$ cat src/rtl/cpu_pkg.sv
// Shared encodings for the RISC controller: instruction fields, FSM states, select one-hots
// and the packed control word that the output decoder produces.
package cpu_pkg;

    localparam logic [2:0] OPC_MOV = 3'b110;
    localparam logic [2:0] OPC_ALU = 3'b101;

    localparam logic [1:0] OP_MOVI = 2'b10;
    localparam logic [1:0] OP_MOVR = 2'b00;
    localparam logic [1:0] OP_ADD  = 2'b00;
    localparam logic [1:0] OP_CMP  = 2'b01;
    localparam logic [1:0] OP_AND  = 2'b10;
    localparam logic [1:0] OP_MVN  = 2'b11;

    localparam logic [4:0] INS_MOVI = {OPC_MOV, OP_MOVI};
    localparam logic [4:0] INS_MOVR = {OPC_MOV, OP_MOVR};
    localparam logic [4:0] INS_ADD  = {OPC_ALU, OP_ADD};
    localparam logic [4:0] INS_CMP  = {OPC_ALU, OP_CMP};
    localparam logic [4:0] INS_AND  = {OPC_ALU, OP_AND};
    localparam logic [4:0] INS_MVN  = {OPC_ALU, OP_MVN};

    localparam logic [2:0] S_WAIT      = 3'd0;
    localparam logic [2:0] S_DECODE    = 3'd1;
    localparam logic [2:0] S_WRITE_IMM = 3'd2;
    localparam logic [2:0] S_GET_A     = 3'd3;
    localparam logic [2:0] S_GET_B     = 3'd4;
    localparam logic [2:0] S_ALU       = 3'd5;
    localparam logic [2:0] S_WRITE_REG = 3'd6;
    localparam logic [2:0] S_ERR       = 3'd7;

    typedef enum logic [2:0] {
        ST_WAIT      = S_WAIT,
        ST_DECODE    = S_DECODE,
        ST_WRITE_IMM = S_WRITE_IMM,
        ST_GET_A     = S_GET_A,
        ST_GET_B     = S_GET_B,
        ST_ALU       = S_ALU,
        ST_WRITE_REG = S_WRITE_REG,
        ST_ERR       = S_ERR
    } state_e;

    localparam logic [2:0] NSEL_NONE = 3'b000;
    localparam logic [2:0] NSEL_RM   = 3'b001;
    localparam logic [2:0] NSEL_RD   = 3'b010;
    localparam logic [2:0] NSEL_RN   = 3'b100;

    localparam logic [3:0] VSEL_C     = 4'b0001;
    localparam logic [3:0] VSEL_PC    = 4'b0010;
    localparam logic [3:0] VSEL_IMM8  = 4'b0100;
    localparam logic [3:0] VSEL_MDATA = 4'b1000;

    typedef struct packed {
        logic       w;
        logic       err;
        logic [2:0] nsel;
        logic       loada;
        logic       loadb;
        logic       loadc;
        logic       loads;
        logic       asel;
        logic       bsel;
        logic [3:0] vsel;
        logic       write;
    } ctrl_t;

endpackage

$ cat src/rtl/cpu_ctrl_outdec.sv
// Moore output decoder: maps the registered state (and latched instruction) to the control word.
// The ERR state output is only decoded when CPU_CTRL_TRAP_EN is defined.
module cpu_ctrl_outdec
    import cpu_pkg::*;
(
    input  state_e     i_state,
    input  logic [4:0] i_instr,
    output ctrl_t      o_ctrl
);

    always_comb begin
        o_ctrl = '0;
        case (i_state)
            ST_WAIT: o_ctrl.w = 1'b1;
            ST_WRITE_IMM: begin
                o_ctrl.nsel  = NSEL_RN;
                o_ctrl.vsel  = VSEL_IMM8;
                o_ctrl.write = 1'b1;
            end
            ST_GET_A: begin
                o_ctrl.nsel  = NSEL_RN;
                o_ctrl.loada = 1'b1;
            end
            ST_GET_B: begin
                o_ctrl.nsel  = NSEL_RM;
                o_ctrl.loadb = 1'b1;
            end
            ST_ALU: begin
                // CMP only updates the status flags; everything else captures the result in C
                o_ctrl.asel  = (i_instr == INS_MOVR);
                o_ctrl.loads = (i_instr == INS_CMP);
                o_ctrl.loadc = (i_instr != INS_CMP);
            end
            ST_WRITE_REG: begin
                o_ctrl.nsel  = NSEL_RD;
                o_ctrl.vsel  = VSEL_C;
                o_ctrl.write = 1'b1;
            end
`ifdef CPU_CTRL_TRAP_EN
            ST_ERR: o_ctrl.err = 1'b1;
`endif
            default: ;
        endcase
    end

endmodule

$ cat src/rtl/cpu_controller.sv
// Multi-cycle instruction sequencer for the RISC datapath: one instruction per start pulse.
// Define CPU_CTRL_TRAP_EN to trap illegal encodings in a sticky ERR state (else they are no-ops).
module cpu_controller
    import cpu_pkg::*;
(
    input  logic       clk,
    input  logic       reset,
    input  logic       s,
    input  logic [2:0] opcode,
    input  logic [1:0] op,
    output logic       w,
    output logic [2:0] nsel,
    output logic       loada,
    output logic       loadb,
    output logic       loadc,
    output logic       loads,
    output logic       asel,
    output logic       bsel,
    output logic [3:0] vsel,
    output logic       write,
    output logic       err
);

    state_e     r_state;
    state_e     w_next;
    logic [4:0] r_instr;
    ctrl_t      w_ctrl;

    // Instruction is captured once on leaving WAIT so later opcode changes cannot redirect it
    always_ff @(posedge clk or posedge reset) begin
        if (reset) begin
            r_state <= ST_WAIT;
            r_instr <= '0;
        end else begin
            r_state <= w_next;
            if (r_state == ST_WAIT && s) begin
                r_instr <= {opcode, op};
            end
        end
    end

    always_comb begin
        w_next = ST_WAIT;
        case (r_state)
            ST_WAIT: w_next = s ? ST_DECODE : ST_WAIT;
            ST_DECODE: begin
                case (r_instr)
                    INS_MOVI:                   w_next = ST_WRITE_IMM;
                    INS_ADD, INS_CMP, INS_AND:  w_next = ST_GET_A;
                    INS_MOVR, INS_MVN:          w_next = ST_GET_B;
`ifdef CPU_CTRL_TRAP_EN
                    default:                    w_next = ST_ERR;
`else
                    default:                    w_next = ST_WAIT;
`endif
                endcase
            end
            ST_WRITE_IMM: w_next = ST_WAIT;
            ST_GET_A:     w_next = ST_GET_B;
            ST_GET_B:     w_next = ST_ALU;
            ST_ALU:       w_next = (r_instr == INS_CMP) ? ST_WAIT : ST_WRITE_REG;
            ST_WRITE_REG: w_next = ST_WAIT;
`ifdef CPU_CTRL_TRAP_EN
            ST_ERR:       w_next = ST_ERR;
`endif
            default:      w_next = ST_WAIT;
        endcase
    end

    cpu_ctrl_outdec u_outdec (
        .i_state (r_state),
        .i_instr (r_instr),
        .o_ctrl  (w_ctrl)
    );

    assign w     = w_ctrl.w;
    assign err   = w_ctrl.err;
    assign nsel  = w_ctrl.nsel;
    assign loada = w_ctrl.loada;
    assign loadb = w_ctrl.loadb;
    assign loadc = w_ctrl.loadc;
    assign loads = w_ctrl.loads;
    assign asel  = w_ctrl.asel;
    assign bsel  = w_ctrl.bsel;
    assign vsel  = w_ctrl.vsel;
    assign write = w_ctrl.write;

endmodule
$ cat config.mk
export PLATFORM = sky130hd
export DESIGN_NAME = cpu_controller
export DESIGN_NICKNAME = d
export VERILOG_FILES = /design/src/rtl/cpu_pkg.sv /design/src/rtl/cpu_ctrl_outdec.sv /design/src/rtl/cpu_controller.sv
export SDC_FILE = /design/constraint.sdc
export NUM_CORES = 1
export LEC_CHECK = 0
export BUFFER_PORTS_ARGS = -buffer_cell sky130_fd_sc_hd__buf_4
export CAP_MARGIN = 20
export CORE_MARGIN = 2
export CORE_UTILIZATION = 27
export DETAILED_ROUTE_END_ITERATION = 6
export GPL_TIMING_DRIVEN = 0
export SYNTH_ARGS = -nofsm -noshare
export SYNTH_HDL_FRONTEND = slang
export SYNTH_SLANG_ARGS = --single-unit
$ cat constraint.sdc
create_clock -name clk -period 3.31 [get_ports clk]
set_input_delay 0.331 -clock clk [delete_from_list [all_inputs] [get_ports clk]]
set_output_delay 0.331 -clock clk [all_outputs]
set_load 0.01 [all_outputs]
### After elaboration in Yosys (flattened, before gate mapping)

Cells that the tools add are included.

| word-level totals | value |
|---|---|
| flip-flop bits (word level) | 8 |
| input bits | 8 |
| output and inout bits | 16 |
| word-level logic and storage cells | 30 |

| operators by class | value |
|---|---|
| equality and inequality tests | 13 |
| multiplexer cells | 10 |
| reductions and logical operators | 5 |

Operator list:

| kind | count |
|---|---|
| 5-bit == test, second input constant | 6 |
| 3-bit case mux with 3 select lines | 2 |
| 3-bit case mux with 5 select lines | 1 |
| 3-bit == test, second input constant | 3 |
| 4-bit case mux with 2 select lines | 1 |
| 3-bit by 2-bit == test with 1-bit output, second input constant | 2 |
| 3-bit two-way mux | 2 |
| 5-bit != test, second input constant | 1 |
| 1-bit two-way mux | 4 |
| 2-bit OR reduction | 2 |
| 3-bit by 1-bit == test with 1-bit output, second input constant | 1 |
| 3-bit zero test | 1 |
| 3-bit OR reduction | 1 |
| 1-bit logical AND | 1 |

### Depth between registers and ports, before layout

Gate-level depths: netlist of run 1.

| logic depth | value |
|---|---|
| depth in word-level cells | 4 |
| depth in mapped cells | 5 |
| depth with buffers taken out | 3 |

### Hierarchy

Synthesis of run 1 repeated with hierarchy kept, for this count alone.

| unflattened totals | value |
|---|---|
| cell total of the unflattened synthesis | 58 |
| area, all modules | 575.6 sq um |

By module, submodules not included:

| module | instances | cells each | area an instance (sq um) | seq. area each (sq um) |
|---|---|---|---|---|
| cpu_controller | 1 | 36 | 425.4 | 200.2 |
| cpu_ctrl_outdec | 1 | 22 | 150.1 | 0.0 |

### Least setup slack after synthesis of run 1

Ideal clock, no wire load.

| timing path | value |
|---|---|
| kind | register -> output |
| start | reg r_state[2] |
| end | out nsel[0] |
| arrival | 1.188 ns |
| data required time | 2.979 ns |
| path slack | 1.791 ns |
| cell stages (with the launch flop) | 4 |
| path buffers | 2 |
| cells stage by stage | dfrtp_1 > buf_4 > nor3b_1 > buf_4 |

| between the ends | value |
|---|---|
| cells in the longest elaborated chain, start to end | 3 |
| elaborated cells on any way between the ends | 6 |
| those cells by class | eq/ne (4); mux (1); reduce/logical (1) |

RTL lines:

| what | line | source |
|---|---|---|
| start, declared | cpu_controller.sv:24 | `state_e r_state;` |
| start signal, assigned | cpu_controller.sv:35 | `r_state <= w_next;` |
| 3-bit by 2-bit == test with 1-bit output | cpu_ctrl_outdec.sv:13 | `case (i_state)` |
| 2-bit OR reduction (no line) | -- |  |
| 3-bit case mux with 3 select lines * | cpu_ctrl_outdec.sv:13 |  |
| end, declared | cpu_controller.sv:12 | `output logic [2:0] nsel,` |

Every way passes the cells marked *; elsewhere a longest branch is shown, timed or not.

### Worst setup path after layout of run 1

| timing path | value |
|---|---|
| start | reg r_instr[1] |
| end | out asel |

| between the ends | value |
|---|---|
| cells in the longest elaborated chain, start to end | 2 |

RTL lines:

| what | line | source |
|---|---|---|
| start, declared | cpu_controller.sv:26 | `logic [4:0] r_instr;` |
| start signal, assigned | cpu_controller.sv:37 | `r_instr <= {opcode, op};` |
| 5-bit == test | cpu_ctrl_outdec.sv:30 | `o_ctrl.asel = (i_instr == INS_MOVR);` |
| 3-bit two-way mux | cpu_ctrl_outdec.sv:13 |  |
| end, declared | cpu_controller.sv:17 | `output logic asel,` |

No other way between the ends.

==> results.md, run 1 <==
* Final slew viol count at 0
* Synthesized cell area at 598 µm²
* Number of cells upsized or downsized after cts at 0
* Iter 0 DRT Violations at 15
* Depth of the CTS H-tree at 1
* Number of global-route vias before repair at 464
* Post-place setup slack at 1720 ps
* Number of rows in the core area at 17
* Post-DP HPWL at 916 µm
* Final worst clock skew at 3.73 ps
* Fin area at 810 µm²
* Master of the slowest instance on the critical path: sky130_fd_sc_hd__or4_1
* Synth cell types at 29
* Initial antenna violation count at 0
* Final setup slack of the worst path at 1470 ps
* Total I/O pin count at 24
* Clock tree sinks at 8
* # DRC at 0
* Element type at the critical path end: primary output
* Setup Total Neg Slack at 0 ps
* Detailed-route via count at 514
* Result of the run: finished, final reports clean
* Highest cell delay on the worst timing path at 510 ps
* Layout cells sized above 1 at 44.8%
* Critical path type: reg2out
* Deepest clock path buffer count at 2
* Layout-stage area growth over the synthesis result at 35.4%
* Tcrit/Tclk final at 55.5%
* Placed instance count at 112
* Detailed-route vias per instance at 4.47
* Static leakage at 0.394 nW
* Routed wirelength normalized by instance count at 9.97 µm
* IR Drop Worst-Case VDD at 341 µV
* Horizontal extent of the die at 51.1 µm
* Clock tree from TritonCTS: built
* Largest cells by area after synthesis: sky130_fd_sc_hd__dfrtp_1 33%, sky130_fd_sc_hd__mux2_4 10%, sky130_fd_sc_hd__buf_4 8.8%
* Area share of the leading cell type in the synthesized netlist at 33.5%
* Floorplan die area at 2610 µm²
* CP Cell Sequence: buf_4, or4_1, nor2_1, buf_4
* Final setup fails at 0
* Vertical die dimension at 51.1 µm
* Wire length of the first global-routing pass at 2020 µm
* Area of the core at 2150 µm²
* Nets at 97
* Global routing usage summed across all routing layers at 10.5%
* Number of buffer and inverter instances along the worst setup path at 2
* Number of synthesized register bits at 8
* Class of the most critical hold timing path: in2async
* Data arrival time of the worst path at 1510 ps
* Final hold viol count at 0
* Effective utilization at floorplan at 27.8%
* N_diodes at 0
* First-pass iteration count of the detailed router at 4
* Register area share after synthesis at 33.5%
* Dominant cell type by area after synthesis: sky130_fd_sc_hd__dfrtp_1
* Pin count of the biggest net entering global routing at 11
* Final core utilization at 37.7%
* Setup repair after global routing missed its margin: no
* Post CTS Setup Buffer Count at 0
* CP dominant cell by count: sky130_fd_sc_hd__buf_4
* Synthesized area per cell at 9.65 µm²
* Global placer's final weighted congestion at 0.758
* Critical Path Source Type: register
* Number of buffers added on ports at 19
* Wire length reported by the detailed router at 1150 µm
* Post-synthesis cell count at 62
* CTS Buf Count at 3
* Clock latency on the worst-skew pair at 250 ps
* Number of buffers added to fix hold violations after cts at 0
* Post-place instance area at 787 µm²
* Data required time of the critical path at 2980 ps
* Global route overflow at 0
* Minimum period implied by the final worst setup slack at 1840 ps
* Clock edge transition at the registers on the reported setup and hold paths at 50 ps
* # Max-Cap Violations at 0
* Count of synthesis-stage warnings from yosys at 0
* Largest fanout on the critical path at 9
* Achievable Freq at 0.544 GHz
* DRT antenna net count at 0
* Cell chosen for the clock root: sky130_fd_sc_hd__clkbuf_4
* Final cell count without fillers at 115
* Family with the most delay on the worst path: simple AND/OR/NAND/NOR gates
* Power per Cell Area at 789 nW/µm²
-- stage by stage --
stage | hold slack, ps | total power [mW]
3_3_place_gp | 297 | 0.568
5_1_grt | 56.5 | 0.694
4_1_cts | 32.6 | 0.648
6_report | 26.5 | 0.639
2_1_floorplan | 147 | 0.470
3_5_place_dp | 303 | 0.572
-- synthesized netlist by cell type, drive strengths merged --
| cell | n |
|---|---|
| a2111oi | 1 |
| a211oi | 1 |
| a21o | 1 |
| a31oi | 2 |
| and2 | 4 |
| and2b | 1 |
| buf | 10 |
| conb | 1 |
| dfrtp | 8 |
| inv | 3 |
| mux2 | 4 |
| nand2 | 4 |
| nand3 | 1 |
| nand3b | 1 |
| nand4 | 1 |
| nand4b | 3 |
| nor2 | 4 |
| nor2b | 3 |
| nor3 | 3 |
| nor3b | 1 |
| o21ai | 1 |
| o22ai | 1 |
| o311ai | 1 |
| or2 | 1 |
| or4 | 1 |
-- metal layers --
layer / vias up / GRT usage, % / wire length (µm)
met3: 2 / 5.26 / 78
li1: 257 / - / -
met1: 235 / 13.4 / 465
met5: - / 0 / 0
met4: 0 / 2.70 / 12
met2: 20 / 15.6 / 590
-- power breakdown --
part,internal (mW),switching [mW],total (mW),leakage [nW]
logic,0.214,0.160,0.374,0.281
registers,0.144,0.0490,0.193,0.0984
clock network,0.0413,0.0305,0.0719,0.0138
-- worst paths after layout --
check                      cells past startpoint  startpoint          to  slack, ps
setup / recovery                               4  r_instr[1]        asel       1470
hold / removal                                 2       reset  r_instr[1]         30
setup reg to reg                               5  r_state[1]  r_instr[2]       1910
hold reg to reg                                2  r_state[1]  r_state[0]        560
max in group asynchronous                      2       reset  r_instr[3]       3050
min in group clk                               2       op[1]  r_instr[1]        310
-- area by class of cell --
| type | count | area [µm²] |
|---|---|---|
| inverter | 3 | 11.3 |
| fill | 237 | 1340 |
| clock buffer | 3 | 22.5 |
| tap | 28 | 35.0 |
| buffer | 10 | 90.1 |
| multi-input combinational | 44 | 308 |
| timing repair buffer | 19 | 143 |
| sequential | 8 | 200 |
-- cell usage in the layout, fill, tap and decap left out --
cell type and n:
sky130_fd_sc_hd__nor3b_1 1, sky130_fd_sc_hd__nand3_1 1, sky130_fd_sc_hd__and2b_1 1, sky130_fd_sc_hd__o311ai_0 1, sky130_fd_sc_hd__nand4_1 1, sky130_fd_sc_hd__nor3_4 1, sky130_fd_sc_hd__mux2_4 4, sky130_fd_sc_hd__dfrtp_1 8
sky130_fd_sc_hd__clkbuf_4 3, sky130_fd_sc_hd__buf_6 2, sky130_fd_sc_hd__nor2_1 4, sky130_fd_sc_hd__a211oi_1 1, sky130_fd_sc_hd__or4_1 1, sky130_fd_sc_hd__nand3b_1 1, sky130_fd_sc_hd__or2_2 1, sky130_fd_sc_hd__and2_1 3
sky130_fd_sc_hd__a2111oi_0 1, sky130_fd_sc_hd__nand4b_1 3, sky130_fd_sc_hd__and2_4 1, sky130_fd_sc_hd__nor2b_1 3, sky130_fd_sc_hd__buf_8 1, sky130_fd_sc_hd__a31oi_1 2, sky130_fd_sc_hd__nor3_1 2, sky130_fd_sc_hd__buf_4 26
sky130_fd_sc_hd__conb_1 4, sky130_fd_sc_hd__a21o_1 1, sky130_fd_sc_hd__inv_1 3, sky130_fd_sc_hd__nand2_1 4, sky130_fd_sc_hd__o22ai_1 1, sky130_fd_sc_hd__o21ai_0 1
-- flip-flops by register name, indices dropped and copies added (netlist names) --
name     flops
r_instr      5
r_state      3
-- cell families after synthesis --
kind of cell           Yosys count  synth area share (%)
buffers and inverters           13                  16.9
AND/OR/NAND/NOR                 28                  29.5
other                            1                 0.627
AO/OA/AOI/OAI                    8                  9.42
flip-flops                       8                  33.5
multiplexers                     4                  10.0
Power figures use the tool's default switching activity.
==> inputs of run 2 (changes only) <==
==> constraint.sdc (replaced) <==
create_clock -name clk -period 1.65 [get_ports clk]
set_input_delay 0.165 -clock clk [delete_from_list [all_inputs] [get_ports clk]]
set_output_delay 0.165 -clock clk [all_outputs]
set_load 0.01 [all_outputs]
==> run 2 against run 1 <==
Combinational power grew 91%. Cell count unchanged. Die area is the same. First-iteration DRC count stayed put. Critical path depth is 1 lower. Flip-flop and latch count did not move. Routed wire length grew 2.6%. Largest cell class unchanged. Largest power group unchanged. Highest routed layer unchanged.
==> results.md, run 2 (synthesis results as in run 1) <==
* Launch point of the worst reg-to-reg path: r_state[1]
* Pin count of the biggest net entering global routing at 11
* Final cell count without fillers at 115
* Highest metal layer with signal wires: met4
* Post-DP HPWL at 916 µm
* N_diodes at 0
* Sum of met3 wire segment lengths after detailed routing at 47 µm
* Static leakage at 0.391 nW
* Effective utilization at floorplan at 27.8%
* Vertical die dimension at 51.1 µm
* IR Drop Worst-Case VDD at 654 µV
* Worst Reg-to-Reg Cells at 5
* # DRC at 0
* Clock edge transition at the registers on the reported setup and hold paths at 50 ps
* Clock tree from TritonCTS: built
* Post CTS Setup Buffer Count at 0
* Wire length of the first global-routing pass at 1990 µm
* Area of the core at 2150 µm²
* Endpoint of the most critical register-to-register path: r_instr[2]
* DRT antenna net count at 0
* Number of global-route vias before repair at 458
* Minimum period implied by the final worst setup slack at 1620 ps
* Final setup fails at 0
* Largest fanout on the critical path at 7
* Achievable Freq at 0.616 GHz
* Data arrival time of the worst path at 1460 ps
* Biggest registers after layout: r_instr (5), r_state (3)
* Depth of the CTS H-tree at 1
* Global routing usage summed across all routing layers at 10.4%
* Number of buffers added on ports at 19
* Wire length on met1 at 518 µm
* Iter 0 DRT Violations at 15
* Clock tree sinks at 8
* Layout-stage area growth over the synthesis result at 38.3%
* Floorplan die area at 2610 µm²
* Placed instance count at 112
* # Max-Cap Violations at 0
* Critical Path Source Type: register
* Deepest clock path buffer count at 2
* Routed wire length on met2 at 598 µm
* Layout cells sized above 1 at 50.6%
* Element type at the critical path end: primary output
* Number of rows in the core area at 17
* Clock latency on the worst-skew pair at 250 ps
* Result of the run: finished, final reports clean
* Flip-flop count of the largest register, all copies and words added at 5
* Tcrit/Tclk final at 98.4%
* First-pass iteration count of the detailed router at 4
* Global route overflow at 0
* Global placer's final weighted congestion at 0.758
* Final core utilization at 38.5%
* Nets at 97
* FF-to-FF setup slack at 250 ps
* Final slew viol count at 0
* CTS Buf Count at 3
* Instance count along the most critical hold path at 2
* Initial antenna violation count at 0
* Horizontal extent of the die at 51.1 µm
* Setup repair after global routing missed its margin: yes
* Critical path type: reg2out
* Routed wirelength normalized by instance count at 10.2 µm
* Register with the most flip-flops: r_instr
* Data required time of the critical path at 1480 ps
* Cell chosen for the clock root: sky130_fd_sc_hd__clkbuf_4
* Power per Cell Area at 1560 nW/µm²
* Class of the most critical hold timing path: in2reg
* Commonest cells after routing, fill and taps aside: 25 x sky130_fd_sc_hd__buf_4, 5 x sky130_fd_sc_hd__dfrtp_1, 4 x sky130_fd_sc_hd__mux2_4, 4 x sky130_fd_sc_hd__nand2_1, 4 x sky130_fd_sc_hd__conb_1
* Post-Route Hold Slack at 146 ps
* Wire length reported by the detailed router at 1180 µm
* Hold worst-path end: r_instr[1]
* Total I/O pin count at 24
* Final worst clock skew at 4.43 ps
* Final hold viol count at 0
* Detailed-route via count at 506
* Detailed-route vias per instance at 4.40
* Leading cell type in the layout, fill and taps excluded: sky130_fd_sc_hd__buf_4
* Hold Path Origin: op[1]
run 2: changes by cell type in the layout (fill, tap and decap cells not counted):
cell,before,now
sky130_fd_sc_hd__nor2_2,0,1
sky130_fd_sc_hd__dfrtp_2,0,3
sky130_fd_sc_hd__or4_1,1,0
sky130_fd_sc_hd__dlygate4sd3_1,0,1
sky130_fd_sc_hd__nor3_2,0,1
sky130_fd_sc_hd__nor3_1,2,1
sky130_fd_sc_hd__buf_4,26,25
sky130_fd_sc_hd__dfrtp_1,8,5
sky130_fd_sc_hd__or4_4,0,1
sky130_fd_sc_hd__nor2_1,4,3
run 2: how the worst max path moves through the flow:
stage	start	end	slack (ps)	cells after the start
6_report	r_instr[2]	asel	30	3
4_1_cts	r_instr[1]	asel	4	3
5_1_grt	r_instr[2]	asel	-40	3
3_5_place_dp	r_instr[1]	asel	230	4
3_3_place_gp	r_instr[1]	asel	240	4
2_1_floorplan	r_state[1]	r_instr[0]	240	5
run 2: power breakdown:
part           internal (mW)  switching, mW
logic                  0.418          0.297
clock network         0.0829         0.0615
registers              0.296          0.133
run 2: area by class of cell:
class	instances	area (µm²)
multi-input cells	44	319
repair buffers	20	153
well taps	28	35.0
plain buffers	9	82.6
flip-flops and latches	8	204
clock buffers	3	22.5
fillers	237	1320
inverters	3	11.3
run 2: what timing repair did:
action | 4_1_cts | 5_1_grt
resized for setup | 3 | 3
hold buffers | 1 | 0
setup endpoints to repair | 2 | 2
hold endpoints to repair | 8 | 0
run 2: per-layer routing:
metal | track usage (%) | vias up
met3 | 5.26 | 2
met5 | 0 | -
li1 | - | 257
met4 | 2.70 | 0
met1 | 12.8 | 240
met2 | 15.8 | 7
run 2: critical path: stages, from the launching register on:
cell and delay (ps):
sky130_fd_sc_hd__dfrtp_2 440, sky130_fd_sc_hd__or4_4 560, sky130_fd_sc_hd__nor2_2 90, sky130_fd_sc_hd__buf_4 120
run 2: per-stage QoR:
stage | TNS [ps] | setup WS (ps) | power, mW | cell area (µm²)
3_5_place_dp | 0 | 228 | 1.15 | 787
6_report | 0 | 27.0 | 1.29 | 827
2_1_floorplan | 0 | 238 | 0.944 | 609
5_1_grt | -35.5 | -35.5 | 1.39 | 827
4_1_cts | 0 | 3.71 | 1.29 | 820
3_3_place_gp | 0 | 241 | 1.14 | 787
==> inputs of run 3 (changes only) <==
==> constraint.sdc (replaced) <==
create_clock -name clk -period 1.65 [get_ports clk]
set_input_delay 0.2475 -clock clk [delete_from_list [all_inputs] [get_ports clk]]
set_output_delay 0.2475 -clock clk [all_outputs]
set_load 0.01 [all_outputs]
==> run 3 against run 2 <==
Cell count grew 3.5%. Non-clock buffer count grew 4. Maximum frequency shrank 1.2%. Critical endpoint unchanged. Cell area grew 4.2%. Flip-flop and latch count is the same. Die area is the same. Power grew 5.8%. Via count grew 5.5%. First-iteration DRC count grew 20%. Global-route usage grew 0.37 points. Sequential share of layout area shrank 1.0 points. Largest power group unchanged.
==> results.md, run 3 (synthesis results as in run 1) <==
* Layout cells sized above 1 at 53.8%
* Final setup slack of the worst path at 7.57 ps
* Wire length reported by the detailed router at 1240 µm
* Post-place instance area at 787 µm²
* Vertical die dimension at 51.1 µm
* Floorplan die area at 2610 µm²
* Clock tree from TritonCTS: built
* Tcrit/Tclk final at 99.5%
* Global route overflow at 0
* Final hold viol count at 0
* Number of rows in the core area at 17
* Commonest cells after routing, fill and taps aside: 29 x sky130_fd_sc_hd__buf_4, 5 x sky130_fd_sc_hd__dfrtp_1, 4 x sky130_fd_sc_hd__mux2_4, 4 x sky130_fd_sc_hd__nand2_1, 4 x sky130_fd_sc_hd__conb_1
* Placed instance count at 112
* Cell chosen for the clock root: sky130_fd_sc_hd__clkbuf_4
* Number of global-route vias before repair at 481
* Wire length of the first global-routing pass at 2080 µm
* N_diodes at 0
* IR Drop Worst-Case VDD at 737 µV
* Class of the most critical hold timing path: in2reg
* Total I/O pin count at 24
* Clock edge transition at the registers on the reported setup and hold paths at 50 ps
* Critical path type: reg2out
* Setup Total Neg Slack at 0 ps
* Routed wirelength normalized by instance count at 10.4 µm
* Post-place setup slack at 145 ps
* Initial antenna violation count at 0
* Global placer's final weighted congestion at 0.758
* Number of buffers added on ports at 19
* Final slew viol count at 0
* Achievable Freq at 0.609 GHz
* Layout-stage area growth over the synthesis result at 44.1%
* Element type at the critical path end: primary output
* Detailed-route vias per instance at 4.49
* Final worst clock skew at 4.05 ps
* Biggest registers after layout: r_instr (5), r_state (3)
* Deepest clock path buffer count at 2
* Family with the most delay on the worst path: simple AND/OR/NAND/NOR gates
* Final cell count without fillers at 119
* Clock tree sinks at 8
* Horizontal extent of the die at 51.1 µm
* Leading cell type in the layout, fill and taps excluded: sky130_fd_sc_hd__buf_4
* # DRC at 0
* Pwr Total at 1.36 mW
* Fin area at 862 µm²
* Final setup fails at 0
* Depth of the CTS H-tree at 1
* Critical Path Source Type: register
* Critical path launch point: r_instr[2]
* Clock latency on the worst-skew pair at 250 ps
* Setup repair after global routing missed its margin: yes
* Post-DP HPWL at 916 µm
* Static leakage at 0.414 nW
* Data arrival time of the worst path at 1390 ps
* Minimum period implied by the final worst setup slack at 1640 ps
* Effective utilization at floorplan at 27.8%
* Highest cell delay on the worst timing path at 550 ps
* Detailed-route via count at 534
* CP Cell Sequence: or4_4, nor2_2, buf_4
* Nets at 101
* CTS Buf Count at 3
* Pin count of the biggest net entering global routing at 11
* Area of the core at 2150 µm²
* Hold Path Origin: op[1]
* Data required time of the critical path at 1400 ps
* DRT antenna net count at 0
* # Max-Cap Violations at 0
* Register with the most flip-flops: r_instr
* First-pass iteration count of the detailed router at 4
* Largest fanout on the critical path at 2
* Flip-flop count of the largest register, all copies and words added at 5
* Global routing usage summed across all routing layers at 10.7%
* Result of the run: finished, final reports clean
* Iter 0 DRT Violations at 18
* Power per Cell Area at 1580 nW/µm²
* Master of the slowest instance on the critical path: sky130_fd_sc_hd__or4_4
* Launch point of the worst reg-to-reg path: r_state[2]
* Number of buffer and inverter instances along the worst setup path at 1
==> run 3: cell count changes in the layout (fill, tap and decap cells not counted), sizes merged <==
cell / change
buf: +4
==> run 3: final timing paths <==
| path | end | slack, ps | cells after the start |
|---|---|---|---|
| max in group asynchronous | r_instr[2] | 900 | 3 |
| worst min-delay path | r_instr[1] | 230 | 2 |
| worst min register to register | r_state[0] | 560 | 2 |
| worst max register to register | r_instr[2] | 220 | 5 |
| worst max-delay path | asel | 8 | 3 |
| min in group asynchronous | r_state[0] | 500 | 3 |
==> run 3: area by class of cell <==
type,instances,area [µm²]
plain buffers,9,82.6
clock buffers,3,22.5
fillers,235,1290
inverters,3,11.3
multi-input cells,44,324
flip-flops and latches,8,204
well taps,28,35.0
repair buffers,24,183
==> run 3: layer usage <==
metal | up-vias | GRT usage, % | routed length, µm
li1 | 265 | - | -
met1 | 251 | 13.2 | 535
met2 | 16 | 16.7 | 631
met3 | 2 | 5.26 | 63
met4 | 0 | 2.70 | 12
met5 | - | 0 | 0
==> run 3: power breakdown <==
group | switching (mW) | leakage, nW | internal, mW | total, mW
logic | 0.377 | 0.305 | 0.473 | 0.850
clock network | 0.0612 | 0.0138 | 0.0829 | 0.144
registers | 0.0740 | 0.0948 | 0.295 | 0.369
==> run 3: repair_timing <==
item                                   in CTS  in global routing
endpoints found under the hold margin       8                  0
hold buffers                                1                  0
setup buffers                               3                  1
setup endpoints to repair                   3                  2
gates cloned                                0                  0
gates resized for setup                     6                  1
==> run 3: metrics by stage <==
stage	hold WS, ps	util, %
after floorplan	63.2	-
final	228	40.1
after detailed placement	220	36.6
after global placement	213	36.6
after CTS	221	39.5
after global routing	219	40.1
